--- src/rtl/mod_n_serial_checker_tick_gen.sv ---
// Step-rate divider: one-cycle tick every TICK_DIV clocks plus a square-wave indicator.
module tick_gen #(
  parameter int unsigned TICK_DIV = 4000000
) (
  input  logic clk,
  input  logic reset,
  output logic tick,
  output logic slow_clock
);

  localparam int unsigned CW = (TICK_DIV > 1) ? $clog2(TICK_DIV) : 1;
  localparam logic [CW-1:0] LAST = CW'(TICK_DIV - 1);
  localparam logic [CW-1:0] HALF = CW'(TICK_DIV / 2);

  logic [CW-1:0] div_cnt_q, div_cnt_d;
  logic          tick_q, tick_d;
  logic          slow_q, slow_d;

  always_comb begin
    div_cnt_d = (div_cnt_q == LAST) ? '0 : div_cnt_q + 1'b1;
    tick_d    = (div_cnt_q == LAST);
    slow_d    = (div_cnt_q >= HALF);
  end

  always_ff @(posedge clk) begin
    if (reset) begin
      div_cnt_q <= '0;
      tick_q    <= 1'b0;
      slow_q    <= 1'b0;
    end else begin
      div_cnt_q <= div_cnt_d;
      tick_q    <= tick_d;
      slow_q    <= slow_d;
    end
  end

  assign tick       = tick_q;
  assign slow_clock = slow_q;

endmodule

--- config.mk ---
export PLATFORM = sky130hd
export DESIGN_NAME = tick_gen
export DESIGN_NICKNAME = d
export VERILOG_FILES = /design/src/rtl/mod_n_serial_checker_tick_gen.sv
export SDC_FILE = /design/constraint.sdc
export NUM_CORES = 1
export LEC_CHECK = 0
export CAP_MARGIN = 0
export CELL_PAD_IN_SITES_DETAIL_PLACEMENT = 1
export CELL_PAD_IN_SITES_GLOBAL_PLACEMENT = 2
export CORE_MARGIN = 1.5
export CORE_UTILIZATION = 36
export CTS_BUF_LIST = sky130_fd_sc_hd__clkbuf_4 sky130_fd_sc_hd__clkbuf_8 sky130_fd_sc_hd__clkbuf_16
export CTS_CLUSTER_DIAMETER = 40
export CTS_CLUSTER_SIZE = 24
export DETAILED_ROUTE_END_ITERATION = 8
export MAX_ROUTING_LAYER = met4
export PLACE_DENSITY_LB_ADDON = 0.1
export REMOVE_ABC_BUFFERS = 1
export SLEW_MARGIN = 30
export SYNTH_ARGS = -nofsm -noshare
export SYNTH_HDL_FRONTEND = slang
export SYNTH_SLANG_ARGS = --single-unit
--- constraint.sdc ---
create_clock -name clk -period 2.5 [get_ports clk]
set_clock_uncertainty 0.1 [all_clocks]
set_input_delay 0.5 -clock clk [delete_from_list [all_inputs] [get_ports clk]]
set_output_delay 0.5 -clock clk [all_outputs]
set_load 0.03 [all_outputs]
==> results_dict.tcl <==
set metrics [dict create \
    status "finished, final reports clean" \
    r2r_setup_slack_ps 220 \
    hold_viol 0 \
    finalSetupViolCount 0 \
    grt-ovfl-total 0 \
    finalMaxSlewViolations 0 \
    postRouteWirelength_um 2390 \
    dp.cells 157 \
    gr-usage-all-layers_pct 17.4 \
    slew_headroom_pct 68.7 \
    rsz0062_at_grt "false" \
    hpwl_um 1680 \
    final_cell_count_no_fill 161 \
    hold_end "div_cnt_q[20]" \
    required_ps 2650 \
    cts_tree "done" \
    cts_hold_buf 0 \
    die_w_um 57.9 \
    ant_nets 0 \
    drv_cap 0 \
    netlist_instances 126 \
    cts-htree-levels 1 \
    clockBufferDepth 2 \
    hold_path_depth 2 \
    p_per_area_mw_per_mm2 576 \
    coreArea_mm2 0.00281 \
    yosysWarnings 0 \
    fin_nets 135 \
    cp_data_arrival_time_ps 2430 \
    vias 866 \
    cp_max_fo 8 \
    drc 0 \
    place_congestion 0.723 \
    r2r_end "div_cnt_q[20]" \
    synth_seq_cells 24 \
    yosysTopAreaCellShare_pct 44.3 \
    avgSynthCellArea_um2 8.61 \
    end_kind "flip-flop" \
    synth-seq-area-share_pct 44.3 \
    period_share_pct 91.2 \
    post_cts_buffers 0 \
    numClockSinks 24 \
    die_h_um 57.9 \
    hold_class "reg2reg" \
    avgRoutedWirePerCell_um 14.9 \
    grt_start_max_net_pins 22 \
    clk-insertion-delay-late_ps 310 \
    ios 4 \
    num_rows 19 \
    grt_pass1_vias 906 \
    clkTransAtPathRegs_ps 140 \
    synth_area_leader_cell "dfxtp_1" \
    max_freq_ghz 0.439 \
    synthTopCellsByCount "24 x dfxtp_1, 18 x nor2_1, 9 x a21oi_1" \
    hp-start "div_cnt_q[20]" \
    ys_types 29 \
    post-route-min-period_ps 2280 \
    layout-drive-gt1-share_pct 7.69 \
    fillerInstances 341 \
    root_buffer "clkbuf_4" \
    first_pass_iters 4 \
    die_area_mm2 0.00335 \
    synth_area_mm2 0.00108 \
    n_antenna_cell 0 \
    synth_enable_flop_cells 0 \
    start_util_pct 38.7 \
    netlist_top_cells_area "dfxtp_1 44%, nor2_1 6.2%, xnor2_1 5.7%" \
    rr_worst_depth 5 \
    fin_tns_setup_ps 0 \
    ctsResizeCount 0 \
    synthFlopType "dfxtp_1" \
    start_kind "flip-flop" \
    port_buffers 3 \
    antenna_found_initial 0 \
    grt_pass1_wl_um 4320 \
    reg2reg_from "div_cnt_q[0]" \
    via_per_inst 5.38 \
    async_flop_share_pct 0 \
    numCtsBuffers 3 \
    timing_worst_setup_path_type "reg2reg" \
    drt-initial-drc-count 23 \
    synth.most_common_cell "dfxtp_1" \
    vdd_drop_max_mv 0.288 \
    leakage_nw 0.395 \
    worst_pin_slew_ps 470 \
    syn2layout_area_growth_pct 10.7 \
]
how the worst max path moves through the flow:
stage,slack [ps],start,endpoint,cells after the start
final,220,div_cnt_q[0],div_cnt_q[20],5
after global routing,110,div_cnt_q[0],div_cnt_q[20],5
after CTS,200,div_cnt_q[0],div_cnt_q[20],5
after detailed placement,230,div_cnt_q[0],div_cnt_q[20],5
after global placement,300,div_cnt_q[0],div_cnt_q[20],5
after floorplan,380,div_cnt_q[0],div_cnt_q[20],5
per-stage QoR:
stage | setup WS (ps) | cell area, µm² | hold slack (ps) | total power (W) | util (%)
6_report | 220 | 1200 | 404 | 0.000692 | 42.8
4_1_cts | 204 | 1200 | 408 | 0.000703 | 42.8
5_1_grt | 110 | 1200 | 432 | 0.000725 | 42.8
2_1_floorplan | 381 | 1060 | 337 | 0.000410 | -
3_5_place_dp | 233 | 1150 | 384 | 0.000418 | 40.9
3_3_place_gp | 300 | 1150 | 356 | 0.000416 | 40.9
sequential cells by signal, indices dropped and copies added (netlist names):
name	cells
div_cnt_q	22
slow_clock	1
tick	1
critical path: stages (launching register included):
cell     delay (ps)
dfxtp_1         430
ha_1            210
nand3_1         120
or4_1           700
or4_1           510
a21oi_1         150
routing by layer:
metal	vias up	routed length [µm]	global-route usage, %
met5	-	0	-
met4	0	21	5.98
met3	2	38	2.68
met2	6	1140	26.8
met1	417	1200	23.3
li1	441	-	-
cell type report:
cell class / count / area (µm²) / area share, %
clock inverters: 1 / 30.0 / 2.50
repair buffers: 5 / 45.0 / 3.75
multi-input cells: 90 / 558 / 46.5
well taps: 31 / 38.8 / 3.23
flip-flops and latches: 24 / 480 / 40.0
inverters: 7 / 26.3 / 2.19
clock buffers: 3 / 22.5 / 1.88
report_power, final:
group | internal (W) | switching (W) | leakage, nW | total, W
logic | 0.00000654 | 0.0000111 | 0.173 | 0.0000176
registers | 0.000387 | 0.00000454 | 0.194 | 0.000391
clock network | 0.000162 | 0.000121 | 0.0279 | 0.000283
kinds of logic (layout without fill, tap and decap cells):
| kind of cell | after synthesis | count (layout) | synth area share [%] |
|---|---|---|---|
| buf+inv | 12 | 16 | 4.27 |
| xor+xnor | 12 | 12 | 9.69 |
| simple gates | 56 | 56 | 28.6 |
| flops | 24 | 24 | 44.3 |
| fa+ha+maj | 2 | 2 | 2.31 |
| compound gates | 20 | 20 | 10.8 |
cells in the final DEF (no fill, tap or decap), types with 2 or more instances in the layout:
master	n
a21oi_1	9
buf_4	2
clkbuf_4	3
clkdlybuf4s50_1	3
dfxtp_1	24
ha_1	2
inv_1	7
nand2_1	8
nand3_1	6
nand4_1	2
nor2_1	18
nor3_1	2
nor4_1	2
o21ai_0	5
o31ai_1	4
or3_1	5
or4_1	4
xnor2_1	7
xor2_1	5
Power figures use the tool's default switching activity.
